File: config.mk
export PLATFORM = sky130hd
export DESIGN_NAME = shift_seq_ctrl
export DESIGN_NICKNAME = d
export VERILOG_FILES = /design/src/rtl/mips_defs.sv /design/src/rtl/shift_decode.sv /design/src/rtl/shift_seq_ctrl.sv
export SDC_FILE = /design/constraint.sdc
export NUM_CORES = 1
export LEC_CHECK = 0
export CORE_UTILIZATION = 58
export CTS_BUF_LIST = sky130_fd_sc_hd__clkbuf_16
export CTS_CLUSTER_DIAMETER = 200
export CTS_CLUSTER_SIZE = 20
export DETAILED_ROUTE_END_ITERATION = 7
export DONT_BUFFER_PORTS = 1
export GPL_ROUTABILITY_DRIVEN = 0
export PLACE_DENSITY_LB_ADDON = 0.3
export SLEW_MARGIN = 20
export SYNTH_ARGS = -nofsm -noshare
export SYNTH_HDL_FRONTEND = slang
export SYNTH_SLANG_ARGS = --single-unit
File: constraint.sdc
create_clock -name clk -period 2.2 [get_ports clk]
set_input_delay 0.44 -clock clk [delete_from_list [all_inputs] [get_ports clk]]
set_output_delay 0.44 -clock clk [all_outputs]
set_load 0.01 [all_outputs]
File: src/rtl/mips_defs.sv
// Shared MIPS decode constants and the shift-kind encoding used by the
// shifter decode and sequencer (and by the hazard unit).
package mips_defs;

    localparam logic [5:0] OP_RTYPE = 6'h00;
    localparam logic [5:0] OP_LUI   = 6'h0F;

    localparam logic [5:0] FN_SLL   = 6'h00;
    localparam logic [5:0] FN_SRL   = 6'h02;
    localparam logic [5:0] FN_SRA   = 6'h03;
    localparam logic [5:0] FN_SLLV  = 6'h04;
    localparam logic [5:0] FN_SRLV  = 6'h06;
    localparam logic [5:0] FN_SRAV  = 6'h07;

    // LUI places imm16 in the upper half: a fixed 16-bit left shift.
    localparam logic [4:0] LUI_AMOUNT = 5'd16;

    typedef enum logic [1:0] {
        KIND_LEFT        = 2'd0,
        KIND_LOGIC_RIGHT = 2'd1,
        KIND_ARITH_RIGHT = 2'd2
    } shift_kind_e;

endpackage

File: src/rtl/shift_decode.sv
// Combinational decode of MIPS shift/LUI instructions into
// (is_shift, kind, amount). Shared with the hazard unit.
module shift_decode
    import mips_defs::*;
(
    input  logic [5:0] opcode,
    input  logic [5:0] funct,
    input  logic [4:0] shamt,
    input  logic [4:0] var_amt,
    output logic       is_shift,
    output logic [1:0] kind,
    output logic [4:0] amount
);

    // Classify the instruction and select constant vs register shift amount.
    always_comb begin
        // NOTE: every output gets a default before the case so no path
        // leaves one unassigned, which would otherwise infer a latch.
        is_shift = 1'b0;
        kind     = KIND_LEFT;
        amount   = 5'd0;
        if (opcode == OP_LUI) begin
            is_shift = 1'b1;
            kind     = KIND_LEFT;
            amount   = LUI_AMOUNT;
        end else if (opcode == OP_RTYPE) begin
            case (funct)
                FN_SLL:  begin is_shift = 1'b1; kind = KIND_LEFT;        amount = shamt;   end
                FN_SRL:  begin is_shift = 1'b1; kind = KIND_LOGIC_RIGHT; amount = shamt;   end
                FN_SRA:  begin is_shift = 1'b1; kind = KIND_ARITH_RIGHT; amount = shamt;   end
                FN_SLLV: begin is_shift = 1'b1; kind = KIND_LEFT;        amount = var_amt; end
                FN_SRLV: begin is_shift = 1'b1; kind = KIND_LOGIC_RIGHT; amount = var_amt; end
                FN_SRAV: begin is_shift = 1'b1; kind = KIND_ARITH_RIGHT; amount = var_amt; end
                default: ;
            endcase
        end
    end

endmodule

File: src/rtl/shift_seq_ctrl.sv
// Iterative one-bit-per-clock shifter sequencer for the EX stage.
// Accepts a shift/LUI, stalls the pipeline while shifting, and pulses
// done for one cycle with the result held in a register.
module shift_seq_ctrl
    import mips_defs::*;
#(
    parameter int W = 32
) (
    input  logic         clk,
    input  logic         rst,
    input  logic         start,
    input  logic [5:0]   opcode,
    input  logic [5:0]   funct,
    input  logic [4:0]   shamt,
    input  logic [W-1:0] var_amt,
    input  logic [W-1:0] data_in,
    output logic         is_shift,
    output logic         stall,
    output logic         busy,
    output logic         done,
    output logic [W-1:0] result
);

    typedef enum logic [1:0] {
        S_IDLE  = 2'd0,
        S_SHIFT = 2'd1,
        S_DONE  = 2'd2
    } state_e;

    state_e      state_q, state_d;
    logic [W-1:0] acc_q, acc_d;
    logic [4:0]   cnt_q, cnt_d;
    shift_kind_e  kind_q, kind_d;
    logic [W-1:0] result_q, result_d;

    logic [1:0]   dec_kind;
    logic [4:0]   dec_amount;
    logic [W-1:0] acc_step;
    logic         accept;

    // Only the low five bits of the register operand encode an amount.
    logic         var_amt_unused;
    assign var_amt_unused = ^var_amt[W-1:5];

    shift_decode u_decode (
        .opcode   (opcode),
        .funct    (funct),
        .shamt    (shamt),
        .var_amt  (var_amt[4:0]),
        .is_shift (is_shift),
        .kind     (dec_kind),
        .amount   (dec_amount)
    );

    // A new op may only be taken when idle or while finishing the previous one.
    assign accept = start & is_shift & ((state_q == S_IDLE) | (state_q == S_DONE));

    // One-bit shift of the accumulator; SRA re-copies the MSB, which holds
    // the sign latched at accept because the MSB is never overwritten.
    always_comb begin
        acc_step = acc_q;
        case (kind_q)
            KIND_LEFT:        acc_step = {acc_q[W-2:0], 1'b0};
            KIND_LOGIC_RIGHT: acc_step = {1'b0, acc_q[W-1:1]};
            KIND_ARITH_RIGHT: acc_step = {acc_q[W-1], acc_q[W-1:1]};
            default:          acc_step = acc_q;
        endcase
    end

    // Next-state and datapath update for the IDLE/SHIFT/DONE sequencer.
    always_comb begin
        state_d  = state_q;
        acc_d    = acc_q;
        cnt_d    = cnt_q;
        kind_d   = kind_q;
        result_d = result_q;
        case (state_q)
            S_IDLE, S_DONE: begin
                if (accept) begin
                    acc_d  = data_in;
                    cnt_d  = dec_amount;
                    kind_d = shift_kind_e'(dec_kind);
                    if (dec_amount == 5'd0) begin
                        // Zero-length op goes straight to DONE with the operand.
                        state_d  = S_DONE;
                        result_d = data_in;
                    end else begin
                        state_d = S_SHIFT;
                    end
                end else begin
                    state_d = S_IDLE;
                end
            end
            S_SHIFT: begin
                acc_d = acc_step;
                // cnt is at least 1 here, so it cannot wrap.
                cnt_d = cnt_q - 5'd1;
                if (cnt_q == 5'd1) begin
                    state_d  = S_DONE;
                    result_d = acc_step;
                end
            end
            default: state_d = S_IDLE;
        endcase
    end

    // State and datapath registers; reset drops any in-flight op.
    always_ff @(posedge clk or posedge rst) begin
        // NOTE: sequential state uses non-blocking assignments so every
        // register samples its _d value from before the edge.
        if (rst) begin
            // NOTE: all registers here are plain flops (no memory arrays),
            // so each one is cleared to a defined value by reset.
            state_q  <= S_IDLE;
            acc_q    <= '0;
            cnt_q    <= 5'd0;
            kind_q   <= KIND_LEFT;
            result_q <= '0;
        end else begin
            state_q  <= state_d;
            acc_q    <= acc_d;
            cnt_q    <= cnt_d;
            kind_q   <= kind_d;
            result_q <= result_d;
        end
    end

    assign busy   = (state_q == S_SHIFT);
    assign done   = (state_q == S_DONE);
    assign stall  = accept | busy;
    assign result = result_q;

endmodule

=== After elaboration in Yosys (flattened, before gate mapping) ===
Index checks and enable logic that the tools add are counted.

* Mux-type cells: 22
* Reduce and logical (&&, ||, !) cells: 15
* Add/subtract/negate cells: 1
* Bitwise gates (word level): 4
* Equality and inequality tests: 14

{| class="wikitable"
|+ Operator list
! kind !! count
|-
| $mux W32 || 4
|-
| $pmux W32 S2 || 2
|-
| $pmux W32 S3 || 1
|-
| $pmux W5 S2 || 2
|-
| $eq A6 B3 Y1 const B || 3
|-
| $mux W5 || 3
|-
| $eq A6 B2 Y1 const B || 2
|-
| $logic_not A6 Y1 || 2
|-
| $mux W2 || 5
|-
| $pmux W2 S2 || 2
|-
| $eq A6 B4 Y1 const B || 1
|-
| $reduce_or A2 Y1 || 3
|-
| $reduce_or A3 Y1 || 2
|-
| $reduce_or A6 Y1 || 1
|-
| $eq A5 B1 Y1 const B || 1
|-
| $logic_not A5 Y1 || 1
|-
| $sub A5 B1 Y5 const B || 1
|-
| $eq A2 B1 Y1 const B || 2
|-
| $eq A2 B2 Y1 const B || 2
|-
| $logic_not A2 Y1 || 2
|-
| $ne A2 B2 Y1 const B || 2
|-
| $reduce_and A2 Y1 || 2
|-
| $reduce_and A4 Y1 || 1
|-
| $mux W1 || 3
|-
| other kinds (4) || 6
|}

* Bits in registers: 73
* Logic and storage cells: 61
* Bits of input ports: 84
* Output and inout bits: 36

=== Depth between registers and ports, before layout ===
* Depth after elaboration: 9
* Mapped depth: 8
* Gate-level depth less buffers: 7

=== By module ===
A second synthesis with hierarchy kept.

* Cell total of the unflattened synthesis: 407
* Area total of the unflattened synthesis: 3891.2 µm²

{| class="wikitable"
|+ By module, submodules not included
! module !! area each (µm²) !! seq. area each (µm²) !! cells each !! times used
|-
| shift_seq_ctrl || 3702.3 || 1826.8 || 384 || 1
|-
| shift_decode || 188.9 || 0.0 || 23 || 1
|}

=== Worst setup path before layout ===
No wires, ideal clock.

* Path kind: input to register
* From: input port funct[3]
* To: register result_q[1], in the netlist result[1]
* Data required time: 2075 ps
* Buffers on the path: 1
* Setup slack: 305 ps
* Arrival: 1770 ps
* Setup time: 125 ps
* Stages: 6
* Cell sequence: nor4_2 -> nand4b_1 -> o32a_4 -> clkinv_4 -> buf_12 -> mux2_4

* Longest elaborated chain between the ends: 9
* Elaborated cells between the ends (all ways): 21
* Those cells by class: eq/ne (7); mux (6); bitwise (2); reduce/logical (6)

{| class="wikitable"
|+ RTL lines
! what !! RTL line !! text
|-
| from (decl) || shift_seq_ctrl.sv:13 || <nowiki>input logic [5:0] funct,</nowiki>
|-
| $eq A6 B2 Y1 (tied with other cells) || shift_decode.sv:27 || <nowiki>case (funct)</nowiki>
|-
| $reduce_or A6 Y1 (no source line) || n/a ||
|-
| $mux W1 || shift_decode.sv:27 ||
|-
| $mux W1 || shift_decode.sv:26 || <nowiki>end else if (opcode == OP_RTYPE) begin</nowiki>
|-
| $mux W1 || shift_decode.sv:22 || <nowiki>if (opcode == OP_LUI) begin</nowiki>
|-
| $and A1 B1 Y1 (2 in a row) || shift_seq_ctrl.sv:56 || <nowiki>assign accept = start & is_shift & ((state_q == S_IDLE) | (state_q == S_DONE));</nowiki>
|-
| $ne A2 B2 Y1 (no source line) || n/a ||
|-
| $reduce_and A4 Y1 (no source line) * || n/a ||
|-
| to (signal assigned) || shift_seq_ctrl.sv:124 || <nowiki>result_q <= result_d;</nowiki>
|-
| to (decl) || shift_seq_ctrl.sv:34 || <nowiki>logic [W-1:0] result_q, result_d;</nowiki>
|}

Mark *: on every way between the ends. The rest lies on a longest branch, timed or not.
A chain may end at the register's enable or synchronous reset.

=== Worst setup path in the final report ===
* From: register state_q[0]
* To: output port stall

* Longest elaborated chain between the ends: 4
* Elaborated cells between the ends (all ways): 6
* Those cells by class: eq/ne (2); bitwise (3); reduce/logical (1)

{| class="wikitable"
|+ RTL lines
! what !! RTL line !! text
|-
| from (decl) || shift_seq_ctrl.sv:30 || <nowiki>state_e state_q, state_d;</nowiki>
|-
| from (signal assigned) || shift_seq_ctrl.sv:120 || <nowiki>state_q <= state_d;</nowiki>
|-
| $eq A2 B2 Y1 or $logic_not A2 Y1 (tied branches) || shift_seq_ctrl.sv:56 ||
|-
| $or A1 B1 Y1 || shift_seq_ctrl.sv:56 ||
|-
| $and A1 B1 Y1 || shift_seq_ctrl.sv:56 ||
|-
| $or A1 B1 Y1 * || shift_seq_ctrl.sv:130 || <nowiki>assign stall = accept | busy;</nowiki>
|-
| to (decl) || shift_seq_ctrl.sv:18 || <nowiki>output logic stall,</nowiki>
|}

Marked as above.

==> flow_summary.yaml <==
outcome:
  status: "completed"
clock_tree:
  clkLatencyLatePin_ns: 0.33
  cts_htree_levels: 3
  cts_root_buffer: "clkbuf_16"
  clock-sinks: 73
  hold_buffers: 0
  clockBufferDepth: 2
  cts_tree: "done"
  post_cts_buffers: 0
  cts-buffers-inserted: 9
  path_clk_slew_ns: 0.05
yosys:
  synth-seq-cells: 73
  syn_inst: 432
  synth_xor_area_share_pct: 0.638
  syn_avg_cell_area_um2: 9.54
  yosysTopAreaCell: "dfrtp_1"
  synth_area_leaders: "dfrtp_1 (44%), o21ai_0 (6.8%), o211ai_1 (6.6%), mux2_4 (6.2%), nand2_1 (5.8%)"
  synth_top_family_by_area: "compound AO/OA/AOI/OAI gates"
  synth-edff-count: 0
  synth_top_area_share_pct: 44.3
  async_flop_share_pct: 100
  yosys.area_share.simple_pct: 15.2
  yosysUniqueCellTypes: 46
  synth_area_um2: 4120
  synth-compound-area-share_pct: 23.3
  muxShareOfSynthArea_pct: 10.4
  ys.flop_type: "dfrtp_1"
  ys.warnings.count: 0
  synthesis.nets: 518
  synth_adder_area_share_pct: 0.607
  ys_seq_area_share_pct: 44.3
critical_path:
  critPathKind: "reg2out"
  reg2reg_depth: 5
  worst-path-buf-inv: 1
  cp_slowest_cell: "a221oi_4"
  end_kind: "output port"
  crit_path_max_incr_delay_ns: 0.44
  cp_cell_sequence: "nand2b_2 > nor3b_4 > a221oi_4 > inv_6"
  crit_family: "compound AO/OA/AOI/OAI gates"
  worst-path-max-fanout: 15
  worstPathArrival_ns: 1.68
  crit_required_ns: 1.76
  critPathLaunchType: "flop"
  cp.depth: 4
power:
  seqPwrFrac_pct: 40.6
  power_mw: 5.85
  swShare_pct: 34.0
  p_clk_share_pct: 30.0
  p_sw_mw: 1.99
  p_int_mw: 3.86
  peakVddDrop_mv: 0.854
  combPwrFrac_pct: 29.5
  power_leakage_nw: 1.79
  pwr_density_cell_nw_per_um2: 1300
routing:
  vias: 3211
  initialDrtViolationCount: 189
  ant_nets: 0
  wl_um: 8870
  avgRoutedWirePerCell_um: 17.1
  drc: 0
  via_per_inst: 6.20
  drtPass1Iterations: 4
sta:
  finalMaxSlewViolations: 0
  rsz0062_at_grt: "no"
  maxSlewHeadroom_pct: 68.6
  worstMarginPinSlew_ns: 0.470
  finalCriticalPeriod_ns: 2.12
  hold_viol_final: 0
  final.setup_skew_ns: 0.00603
  setup_violations: 0
  setup_tns_ns: 0
  fmax_mhz: 471
  fin_crit_sh_pct: 96.5
global_route:
  grt_pass1_vias: 3102
  grt_max_degree: 74
  grt_pass1_wl_um: 14600
  gr-usage-all-layers_pct: 25.4
  antenna_found_initial: 0
  gr-total-overflow: 0
flow_run:
  maxCapViolCount: 0
layout:
  num_antenna_cells: 0
  final_common_cell: "dfrtp_1"
  most-common-layout-cells: "dfrtp_1 (73), nand2_1 (64), o21ai_0 (56)"
  fin_util_pct: 65.9
  fin_nets: 504
  drive_gt1_share_pct: 15.6
  area_growth_syn_to_layout_pct: 9.20
  n_fill_cell: 573
die:
  die_h_um: 86.3
  die_area_um2: 7450
  start_util_pct: 60.3
  boundaryPins: 120
  die_x_um: 86.3
  rows: 30
  core_um2: 6830
place:
  hpwl_um: 5700
  port_buffers: 0
min_path:
  hp-class: "in2async"
-- registers in the layout (all words and copies together), names as in the netlist --
register	cells
state_q	2
acc_q	32
result	32
kind_q	2
cnt_q	5
-- through the flow --
| stage | std cells | hold slack, ns | area (µm²) | setup WS [ns] |
|---|---|---|---|---|
| after floorplan | 432 | 0.466 | 4130 | 0.305 |
| after global placement | 503 | 0.447 | 4130 | 0.178 |
| after detailed placement | 503 | 0.446 | 4130 | 0.121 |
| after CTS | 518 | 0.101 | 4490 | 0.0308 |
| after global routing | 518 | 0.110 | 4500 | 0.00114 |
| final | 518 | 0.0833 | 4500 | 0.0759 |
-- timing repair --
item                       CTS  global route
hold endpoints to repair     0             0
setup endpoints to repair    1             1
resized for setup            1             2
gates cloned                 0             0
-- metal layers --
layer  wire length [µm]  part of all wire, %  track usage [%]
met2               4490                   51             43.5
met3                451                  5.1             5.90
met1               3760                   42             30.5
met4                177                  2.0             11.4
met5                  0                    0                0
-- final timing paths --
kind / startpoint / end / slack, ns
min in group clk: funct[1] / kind_q[0]$_DFFE_PP0P_ / 0.29
setup reg to reg: state_q[0]$_DFFE_PP0P_ / acc_q[23]$_DFFE_PP0P_ / 0.32
hold reg to reg: acc_q[0]$_DFFE_PP0P_ / acc_q[0]$_DFFE_PP0P_ / 0.53
setup / recovery: state_q[0]$_DFFE_PP0P_ / stall / 0.08
max in group asynchronous: rst / acc_q[22]$_DFFE_PP0P_ / 1.81
hold / removal: rst / state_q[0]$_DFFE_PP0P_ / 0.08
-- cells by family (layout without fill, tap and decap cells) --
| family | count (synthesis) | count (layout) |
|---|---|---|
| multiplexers | 33 | 33 |
| adder cells (fa/ha/maj) | 2 | 2 |
| flip-flops | 73 | 73 |
| XOR/XNOR | 3 | 3 |
| AND/OR/NAND/NOR | 128 | 128 |
| AO/OA/AOI/OAI | 152 | 152 |
| buffers and inverters | 41 | 31 |
-- final cells by class --
cell class | count | area [µm²] | area share, %
multi-input cells | 318 | 2080 | 46.1
flip-flops and latches | 73 | 1830 | 40.6
clock buffers | 9 | 225 | 5.00
clock inverters | 6 | 133 | 2.95
well taps | 96 | 120 | 2.67
repair buffers | 9 | 80.1 | 1.78
inverters | 7 | 40.0 | 0.890
-- synth_stat cells, drive strengths merged, types with 2 or more instances --
cell type and n:
nand3 4, o21ai 77, mux2i 4, nand2 64, mux2 29, nor2 18
ha 2, a22oi 2, nand4 3, o221ai 13, dfrtp 73, inv 6
nand2b 19, buf 16, a21oi 18, xnor2 2, o211ai 36, nor4 2
nor2b 4, nor3 5, clkbuf 18
-- power by group through the flow --
stage | registers [mW] | clock network, mW | logic [mW]
floorplan | 2.25 | 0 | 1.46
global placement | 2.36 | 0 | 1.63
detailed placement | 2.37 | 0 | 1.69
CTS | 2.37 | 1.78 | 1.72
global route | 2.44 | 1.85 | 1.95
finish | 2.38 | 1.75 | 1.72
Note: power is estimated with default switching activity, not from simulation.
